===== config.mk =====
export PLATFORM = sky130hd
export DESIGN_NAME = t03_ssdec_scan
export DESIGN_NICKNAME = d
export VERILOG_FILES = /design/src/rtl/t03_ssdec_pkg.sv /design/src/rtl/t03_ssdec_scan_tick.sv /design/src/rtl/t03_ssdec_scan.sv
export SDC_FILE = /design/constraint.sdc
export NUM_CORES = 1
export LEC_CHECK = 0
export BUFFER_PORTS_ARGS = -buffer_cell sky130_fd_sc_hd__buf_2
export CORE_ASPECT_RATIO = 0.7
export CORE_MARGIN = 1.5
export CORE_UTILIZATION = 57
export CTS_CLUSTER_DIAMETER = 30
export DETAILED_ROUTE_END_ITERATION = 16
export PLACE_DENSITY = 0.79
export SETUP_SLACK_MARGIN = 0.1
export SLEW_MARGIN = 20
export SYNTH_ARGS = -nofsm -noshare
export SYNTH_HDL_FRONTEND = slang
export SYNTH_SLANG_ARGS = --single-unit

===== constraint.sdc =====
create_clock -name clk -period 3.7 [get_ports clk]
set_clock_uncertainty 0.2 [all_clocks]
set_input_delay 0.925 -clock clk [delete_from_list [all_inputs] [get_ports clk]]
set_output_delay 0.925 -clock clk [all_outputs]
set_load 0.05 [all_outputs]

===== src/rtl/t03_ssdec_pkg.sv =====
// Shared types and the hex-to-seven-segment map for the scanned display driver.
package t03_ssdec_pkg;

    typedef logic [7:0] seg_t;

    localparam seg_t SegBlank = 8'h00;

    // Index 0 is the rightmost entry; bit 7 (dp) is always clear here.
    localparam logic [15:0][7:0] HexSegTable = {
        8'h71, 8'h79, 8'h5E, 8'h39, 8'h7C, 8'h77, 8'h67, 8'h7F,
        8'h07, 8'h7D, 8'h6D, 8'h66, 8'h4F, 8'h5B, 8'h06, 8'h3F
    };

    function automatic seg_t hex_to_seg(input logic [3:0] nib);
        return HexSegTable[nib];
    endfunction

endpackage


===== src/rtl/t03_ssdec_scan_tick.sv =====
// Scan timebase: per-slot prescaler and digit index, flagging slot start and frame wrap.
module t03_ssdec_scan_tick #(
    parameter int unsigned NUM_DIGITS = 4,
    parameter int unsigned SCAN_DIV   = 1000,
    parameter int unsigned IdxW       = 2
) (
    input  logic            clk,
    input  logic            nrst,
    output logic [IdxW-1:0] index,
    output logic            slot_start,
    output logic            frame_wrap
);

    localparam int unsigned PresW = $clog2(SCAN_DIV);

    logic [PresW-1:0] presc_q, presc_d;
    logic [IdxW-1:0]  index_q, index_d;
    logic             term_cnt;
    logic             last_digit;

    always_comb begin
        term_cnt   = (presc_q == PresW'(SCAN_DIV - 1));
        last_digit = (index_q == IdxW'(NUM_DIGITS - 1));
        presc_d    = term_cnt ? '0 : presc_q + 1'b1;
        index_d    = index_q;
        if (term_cnt) begin
            index_d = last_digit ? '0 : index_q + 1'b1;
        end
    end

    always_ff @(posedge clk or negedge nrst) begin
        if (!nrst) begin
            presc_q <= '0;
            index_q <= '0;
        end else begin
            presc_q <= presc_d;
            index_q <= index_d;
        end
    end

    assign index      = index_q;
    assign slot_start = (presc_q == '0);
    assign frame_wrap = term_cnt && last_digit;

endmodule


===== src/rtl/t03_ssdec_scan.sv =====
// Double-buffered, time-multiplexed seven-segment driver with a blank slot per digit.
// Optional blink support is built when T03_SSDEC_SCAN_BLINK_EN is defined.
module t03_ssdec_scan
    import t03_ssdec_pkg::*;
#(
    parameter int unsigned NUM_DIGITS   = 4,
    parameter int unsigned SCAN_DIV     = 1000,
    parameter int unsigned BLINK_FRAMES = 64
) (
    input  logic                    clk,
    input  logic                    nrst,
    input  logic                    load,
    input  logic [4*NUM_DIGITS-1:0] value,
    input  logic [NUM_DIGITS-1:0]   dp_in,
    input  logic [NUM_DIGITS-1:0]   digit_en,
    input  logic [NUM_DIGITS-1:0]   blink_mask,
    output logic [7:0]              seg,
    output logic [NUM_DIGITS-1:0]   an,
    output logic                    frame_done
);

    localparam int unsigned IdxW = (NUM_DIGITS > 1) ? $clog2(NUM_DIGITS) : 1;

    logic [IdxW-1:0] index;
    logic            slot_start;
    logic            frame_wrap;
    logic            blink_sup;

    t03_ssdec_scan_tick #(
        .NUM_DIGITS (NUM_DIGITS),
        .SCAN_DIV   (SCAN_DIV),
        .IdxW       (IdxW)
    ) u_tick (
        .clk        (clk),
        .nrst       (nrst),
        .index      (index),
        .slot_start (slot_start),
        .frame_wrap (frame_wrap)
    );

    logic [4*NUM_DIGITS-1:0] sh_value_q, sh_value_d, act_value_q, act_value_d;
    logic [NUM_DIGITS-1:0]   sh_dp_q, sh_dp_d, act_dp_q, act_dp_d;
    logic [NUM_DIGITS-1:0]   sh_en_q, sh_en_d, act_en_q, act_en_d;
    logic                    pending_q, pending_d;

    // Active set only changes at the frame boundary so a frame never mixes old and new data.
    always_comb begin
        sh_value_d  = sh_value_q;
        sh_dp_d     = sh_dp_q;
        sh_en_d     = sh_en_q;
        act_value_d = act_value_q;
        act_dp_d    = act_dp_q;
        act_en_d    = act_en_q;
        pending_d   = pending_q;
        if (frame_wrap && pending_q) begin
            act_value_d = sh_value_q;
            act_dp_d    = sh_dp_q;
            act_en_d    = sh_en_q;
            pending_d   = 1'b0;
        end
        if (load) begin
            sh_value_d = value;
            sh_dp_d    = dp_in;
            sh_en_d    = digit_en;
            pending_d  = 1'b1;
        end
    end

    always_ff @(posedge clk or negedge nrst) begin
        if (!nrst) begin
            sh_value_q  <= '0;
            sh_dp_q     <= '0;
            sh_en_q     <= '0;
            act_value_q <= '0;
            act_dp_q    <= '0;
            act_en_q    <= '0;
            pending_q   <= 1'b0;
        end else begin
            sh_value_q  <= sh_value_d;
            sh_dp_q     <= sh_dp_d;
            sh_en_q     <= sh_en_d;
            act_value_q <= act_value_d;
            act_dp_q    <= act_dp_d;
            act_en_q    <= act_en_d;
            pending_q   <= pending_d;
        end
    end

`ifdef T03_SSDEC_SCAN_BLINK_EN
    localparam int unsigned FcW = (BLINK_FRAMES > 1) ? $clog2(BLINK_FRAMES) : 1;

    logic [NUM_DIGITS-1:0] sh_bm_q, sh_bm_d, act_bm_q, act_bm_d;
    logic [FcW-1:0]        frame_cnt_q, frame_cnt_d;
    logic                  blink_on_q, blink_on_d;
    logic                  bm_bit;

    always_comb begin
        sh_bm_d     = sh_bm_q;
        act_bm_d    = act_bm_q;
        frame_cnt_d = frame_cnt_q;
        blink_on_d  = blink_on_q;
        if (frame_wrap) begin
            if (pending_q) begin
                act_bm_d = sh_bm_q;
            end
            if (frame_cnt_q == FcW'(BLINK_FRAMES - 1)) begin
                frame_cnt_d = '0;
                blink_on_d  = !blink_on_q;
            end else begin
                frame_cnt_d = frame_cnt_q + 1'b1;
            end
        end
        if (load) begin
            sh_bm_d = blink_mask;
        end
        bm_bit = 1'b0;
        for (int i = 0; i < NUM_DIGITS; i++) begin
            if (index == IdxW'(i)) begin
                bm_bit = act_bm_q[i];
            end
        end
        blink_sup = bm_bit && !blink_on_q;
    end

    always_ff @(posedge clk or negedge nrst) begin
        if (!nrst) begin
            sh_bm_q     <= '0;
            act_bm_q    <= '0;
            frame_cnt_q <= '0;
            blink_on_q  <= 1'b1;
        end else begin
            sh_bm_q     <= sh_bm_d;
            act_bm_q    <= act_bm_d;
            frame_cnt_q <= frame_cnt_d;
            blink_on_q  <= blink_on_d;
        end
    end
`else
    // Pin-compatible only: blink inputs are accepted and ignored.
    localparam int unsigned UnusedBlinkFrames = BLINK_FRAMES;
    logic unused_blink;
    assign unused_blink = ^blink_mask;
    assign blink_sup    = 1'b0;
`endif

    seg_t                  seg_q, seg_d;
    logic [NUM_DIGITS-1:0] an_q, an_d;
    logic                  frame_done_q;
    logic [NUM_DIGITS-1:0] sel;
    logic [3:0]            nib;
    logic                  dp_bit;
    logic                  en_bit;

    always_comb begin
        sel    = '0;
        nib    = '0;
        dp_bit = 1'b0;
        en_bit = 1'b0;
        for (int i = 0; i < NUM_DIGITS; i++) begin
            if (index == IdxW'(i)) begin
                sel[i] = 1'b1;
                nib    = act_value_q[4*i +: 4];
                dp_bit = act_dp_q[i];
                en_bit = act_en_q[i];
            end
        end
        seg_d = SegBlank;
        an_d  = '0;
        // First cycle of every slot stays dark so the previous digit cannot ghost.
        if (!slot_start && en_bit && !blink_sup) begin
            seg_d = hex_to_seg(nib) | {dp_bit, 7'b0};
            an_d  = sel;
        end
    end

    always_ff @(posedge clk or negedge nrst) begin
        if (!nrst) begin
            seg_q        <= SegBlank;
            an_q         <= '0;
            frame_done_q <= 1'b0;
        end else begin
            seg_q        <= seg_d;
            an_q         <= an_d;
            frame_done_q <= frame_wrap;
        end
    end

    assign seg        = seg_q;
    assign an         = an_q;
    assign frame_done = frame_done_q;

endmodule


Word-level counts from Yosys, hierarchy flattened
Memory sizes are Yosys's and may differ from the RTL's.
Cells that the tools add are included.

word-level totals
  flip-flop bits (word level) = 74
  latch bits = 0
  RAM bits = 0
  memory bits (read-only) = 128
  bits of input ports = 31
  output and inout bits = 13
  word-level logic and storage cells = 51
  memories kept = 1

memories
  memory            depth  bits a word  rd ports  clocked after Yosys merged registers in  write ports  line                 source
  (name not given)  16     8            1         0                                        0            t03_ssdec_pkg.sv:15  return HexSegTable[nib];

cells by class
  $add $sub $neg = 2
  multiply operators = 0
  divide/modulo/power cells = 0
  magnitude comparators = 1
  equality and inequality tests = 4
  shift operators = 0
  multiplexer cells = 23
  bitwise logic cells = 1
  reductions and logical operators = 7

operators by type and width
  operator                 count
  $mux W4                  5
  $mux W8                  2
  $mux W1                  14
  $add A10 B1 Y10 const B  1
  $eq A10 B10 Y1 const B   1
  $logic_not A10 Y1        1
  $mux W10                 1
  $or A8 B8 Y8             1
  $lt A4 B5 Y1 const B     1
  $eq A2 B2 Y1 const B     2
  $logic_and A1 B1 Y1      3
  $add A2 B1 Y2 const B    1
  $eq A2 B1 Y1 const B     1
  $logic_not A2 Y1         1
  $mux W2                  1
  $reduce_bool A2 Y1       1
  $logic_not A1 Y1         1

Logic depth before layout (Yosys ltp)
  depth in word-level cells = 9
  depth in mapped cells = 10
  gate-level depth less buffers = 10

Modules after synthesis
Synthesis repeated with hierarchy kept, for this count alone.

second synthesis, totals
  cell total of the unflattened synthesis = 233
  area, all modules = 3255.6 µm²

modules (own cells, without submodules)
  module               instances  cells an instance  area each (µm²)  seq. area each (µm²)
  t03_ssdec_scan       1          174                2615.0           1551.5
  t03_ssdec_scan_tick  1          59                 640.6            300.3

Worst setup path before layout
No wires, ideal clock.

  path kind = register to register
  start = register u_tick.index_q[0] (netlist: u_tick.index[0])
  end = register seg_q[3] (netlist: seg[3])
  setup time = 0.129 ns
  arrival = 2.267 ns
  data required time = 3.371 ns
  setup slack = 1.103 ns
  cell stages (with the launch flop) = 10
  path buffers = 0
  period minus slack after synthesis = 2.597 ns
  path through = dfrtp_1 -> inv_1 -> ha_1 -> nor2b_1 -> a221o_1 -> a22oi_2 -> ha_1 -> nor3_2 -> a211oi_1 -> o41a_1

between the ends
  longest elaborated chain between the ends = 9
  elaborated cells between the ends (all ways) = 17
  those cells by class = 3 x eq/ne; 10 x mux; 1 x bitwise; 2 x reduce/logical; 1 x memory

RTL lines
  item                           line                       source
  start, declared                t03_ssdec_scan_tick.sv:17  logic [IdxW-1:0] index_q, index_d;
  start signal, assigned         t03_ssdec_scan_tick.sv:37  index_q <= index_d;
  $logic_not A2 Y1               t03_ssdec_scan.sv:160      if (index == IdxW'(i)) begin
  $mux W4 (4 in series)          t03_ssdec_scan.sv:160
  $mem_v2 Z16 W8                 -
  $mux W8 (not written as such)  t03_ssdec_pkg.sv:15
  $or A8 B8 Y8                   t03_ssdec_scan.sv:171      seg_d = hex_to_seg(nib) | {dp_bit, 7'b0};
  $mux W8 *                      t03_ssdec_scan.sv:170      if (!slot_start && en_bit && !blink_sup) begin
  via seg_d[3]                   t03_ssdec_scan.sv:146      seg_t seg_q, seg_d;
  end signal, assigned           t03_ssdec_scan.sv:178      seg_q <= SegBlank;
  end signal, assigned           t03_ssdec_scan.sv:182      seg_q <= seg_d;
  end, declared                  t03_ssdec_scan.sv:146

The timed path passes the listed nets; every way through them passes the cells marked *. The select of a mux whose other input is x is not followed.
A chain may end at the register's enable or synchronous reset.

Worst setup path in the final report
Same ends and word-level chain as after synthesis.

==> results.txt <==
----------------------------------------------------
[Detailed routing]
  First-pass DRT Iterations ... 4
  Routed vias/inst ... 5.67
  Starting DRT DRC Count ... 121
  Post-route DRC ... 0
  Post-DR wirelength/cell ... 16.1 um
  Total wirelength of the detailed-routed design ... 6230 um
  Via count ... 2188
  Antenna viol nets, final ... 0

[Placed design]
  DPL Wire Length ... 4380 um
  Final weighted congestion of routability-driven global placement ... 0.853
  Input/output buffers ... 39
  Pre-CTS WS ... 0.696 ns

[Clock network]
  # resized after CTS ... 0
  CTS Sinks ... 74
  Maximum number of buffers from clock root to sink ... 2
  Cell at the root of the clock tree ... clkbuf_8
  Clock transition time at the flip-flop clock pins of the worst setup and hold paths ... 0.08 ns
  Total number of H-tree levels ... 3
  Clock buffers created by TritonCTS ... 9
  Clock tree from TritonCTS ... built
  Number of hold buffers added after cts ... 0
  Clk Latency, worst-skew pair ... 0.35 ns
  Setup bufs post-CTS ... 0

[Timing]
  Slew Limit Headroom ... 39.8%
  Fin. Hold Viols ... 0
  Final worst-path setup slack ... 0.619 ns
  Setup Total Neg Slack ... 0 ns
  Final setup violating endpoints ... 0
  Final critical-path share of the clock period ... 83.3%
  Number of max-slew violations in the final report ... 0
  Tightest Pin Transition ... 0.903 ns
  Fmax achieved ... 325 MHz
  Post-layout minimum cycle time ... 3.08 ns
  Unrepaired setup endpoints after global routing ... false

[Global route]
  GRT Residual Overflow ... 0
  Initial antenna violation count ... 0
  First-pass GRT wire length ... 10500 um
  Overall global routing resource usage ... 22.2%
  Via count of the first global-routing pass ... 2236
  Maximum number of pins on one net before global-route repair ... 75

[Floorplan]
  Vertical extent of the die ... 67.8 um
  Top-level port count ... 44
  Full die area ... 0.00648 sq mm
  Initial Util ... 59.4%
  Die width ... 95.6 um
  Area of the core ... 0.00576 sq mm
  Standard-cell row count ... 23

[Yosys]
  Most frequent cells after synthesis ... dfrtp_1 (74), mux2_2 (29), mux2_4 (20)
  Seq/Total Area, Yosys ... 54.2%
  Cell type contributing the most total cell area after synthesis ... dfrtp_1
  Largest cells by area after synthesis ... dfrtp_1 (54%), mux2_2 (9.5%), mux2_4 (8.8%)
  Total of warnings raised by yosys ... 0
  Post-Syn Nets ... 304
  Yosys top cell area share ... 54.2%
  Most repeated cell in the gate-level netlist after synthesis ... dfrtp_1
  Synthesized area per cell ... 13.1 sq um
  Post-synth cell types ... 50
  Fraction of synthesis flops using an asynchronous set or reset pin ... 100%
  Flop and latch count out of synthesis ... 74
  Count of flip-flops with a built-in enable after synthesis ... 0
  Post-synth top flop ... dfrtp_1
  Number of standard cells after synthesis ... 262
  Summed instance area of the synthesized netlist ... 0.00342 sq mm

[Worst setup path]
  Critical path cell sequence ... ha_1, nand2b_2, o22ai_1, a31oi_1, ha_1, nor3_2, a211oi_1, o41a_1
  Worst Setup End Kind ... flop
  Bufs and invs on worst path ... 0
  CP required ... 3.72 ns
  Peak per-stage delay on the critical path ... 0.52 ns
  Cell family with the largest share of critical-path delay ... compound AO/OA/AOI/OAI gates
  Critical Path Start Type ... flop
  Worst Setup Path Type ... flop to flop
  Slowest-stage cell, CP ... ha_1
  Reg-to-reg endpoint ... seg[3]$_DFF_PN0_
  Depth of the most critical reg-to-reg path ... 8
  Top cell by count, worst path ... ha_1
  Max FO, Critical Path ... 12
  R2R Path Start ... u_tick.index[0]$_DFFE_PN0N_
  Data arrival time of the critical path ... 3.10 ns
  R2r setup slk ... 0.62 ns

[Min path]
  Hold path start ... sh_value_q[4]$_DFFE_PN0P_
  Kind of path behind the tightest hold check ... flop to flop
  Worst hold path stage count ... 1
  Hold EP ... act_value_q[4]$_DFFE_PN0P_

[Power]
  Total Power Consumption ... 1520 uW
  Total power divided by cell area ... 393 mW/mm^2
  Leakage power ... 0.00190 uW
  Peak supply drop ... 0.273 mV

[Finish]
  Fill cell instance count of the final layout ... 454
  Layout area overhead ... 12.8%
  Count of nets after finishing ... 348
  Fraction of final layout cells sized beyond drive strength 1 ... 39.2%
  Antenna cells ... 0

[Job]
  Number of maximum-capacitance violations ... 0

[Run status]
  Outcome ... complete, no violations

----------------------------------------------------
==> through the flow <==
stage          std cells  instance area [sq um]  util (%)  hold slack [ns]
2_1_floorplan        262                   3420         -            0.272
3_3_place_gp         370                   3670      63.7            0.290
3_5_place_dp         370                   3670      63.7            0.292
4_1_cts              386                   3860      67.0            0.310
5_1_grt              386                   3860      67.0            0.313
6_report             386                   3860      67.0            0.302
==> worst reg2reg max path: cells and delay by family (launching register included) <==
family | cells | cell delay, ns
AND/OR/NAND/NOR | 2 | 0.48
flip-flops | 1 | 0.39
AO/OA/AOI/OAI | 4 | 0.97
adder cells (fa/ha/maj) | 2 | 0.91
==> cells by family (layout without fill, tap and decap cells) <==
kind of cell	count (synthesis)	count (layout)	synth area share [%]
compound gates	35	35	8.16
xor+xnor	6	6	1.54
fa+ha+maj	11	11	4.02
buf+inv	20	69	3.11
flops	74	74	54.2
mux	50	50	18.6
simple gates	66	66	10.4
==> worst max-delay path by stage <==
stage,startpoint,end,slack [ns],cells after the start
global route,u_tick.index[0]$_DFFE_PN0N_,seg[3]$_DFF_PN0_,0.44,8
finish,u_tick.index[0]$_DFFE_PN0N_,seg[3]$_DFF_PN0_,0.62,8
floorplan,u_tick.index[0]$_DFFE_PN0N_,seg[3]$_DFF_PN0_,1.10,9
detailed placement,u_tick.index[0]$_DFFE_PN0N_,seg[3]$_DFF_PN0_,0.70,8
global placement,u_tick.index[1]$_DFFE_PN0N_,seg[3]$_DFF_PN0_,0.78,9
CTS,u_tick.index[0]$_DFFE_PN0N_,seg[3]$_DFF_PN0_,0.64,8
==> metal layers <==
layer  GRT usage [%]  part of all wire [%]  vias to the layer above
met4            9.19                   2.3                        0
met3            8.33                   5.3                       16
met2            33.3                    46                       69
met1            29.1                    46                     1076
li1                -                     -                     1027
met5               0                     0                        -
==> layout make-up <==
| class | count | area [sq um] | share of cell area [%] |
|---|---|---|---|
| clock buffers | 9 | 124 | 3.21 |
| clock inverters | 7 | 68.8 | 1.78 |
| inverters | 11 | 41.3 | 1.07 |
| multi-input cells | 168 | 1460 | 37.9 |
| flip-flops and latches | 74 | 1850 | 48.0 |
| well taps | 75 | 93.8 | 2.43 |
| repair buffers | 42 | 218 | 5.64 |
==> state kept, by name, summed over array words and instances (netlist names) <==
register and cells:
sh_en_q 4, pending_q 1, act_value_q 16, an 4, u_tick.index 2, act_dp_q 4, u_tick.presc_q 10, sh_dp_q 4
seg 8, sh_value_q 16, frame_done 1, act_en_q 4
==> placed cells by master, fill, tap and decap left out, types with 2 or more instances in the layout <==
cell type,n
buf_2,39
mux2_4,20
o211ai_2,2
a211oi_1,4
buf_4,3
inv_1,11
clkbuf_8,9
xor2_1,4
mux2_2,29
nand3_1,11
nand4_1,2
o41ai_1,2
nor2_1,13
o211a_1,2
dfrtp_1,74
and2_1,3
nor3_1,9
xnor2_1,2
nand2_1,10
clkinvlp_4,2
a21oi_1,3
nand2b_1,2
a221oi_1,3
o21ai_0,5
nand3b_1,2
o21ai_1,2
nor2b_1,3
nor2_2,3
clkinv_2,3
ha_1,11
==> report_power, final <==
part           leakage (uW)  internal (uW)  switching [uW]  total, uW
sequential         0.000960            835            14.0        849
clock             0.0000954            310             296        606
combinational      0.000849           34.2            29.2       63.4
total               0.00190           1180             339       1520
Note: power is estimated with default switching activity, not from simulation.
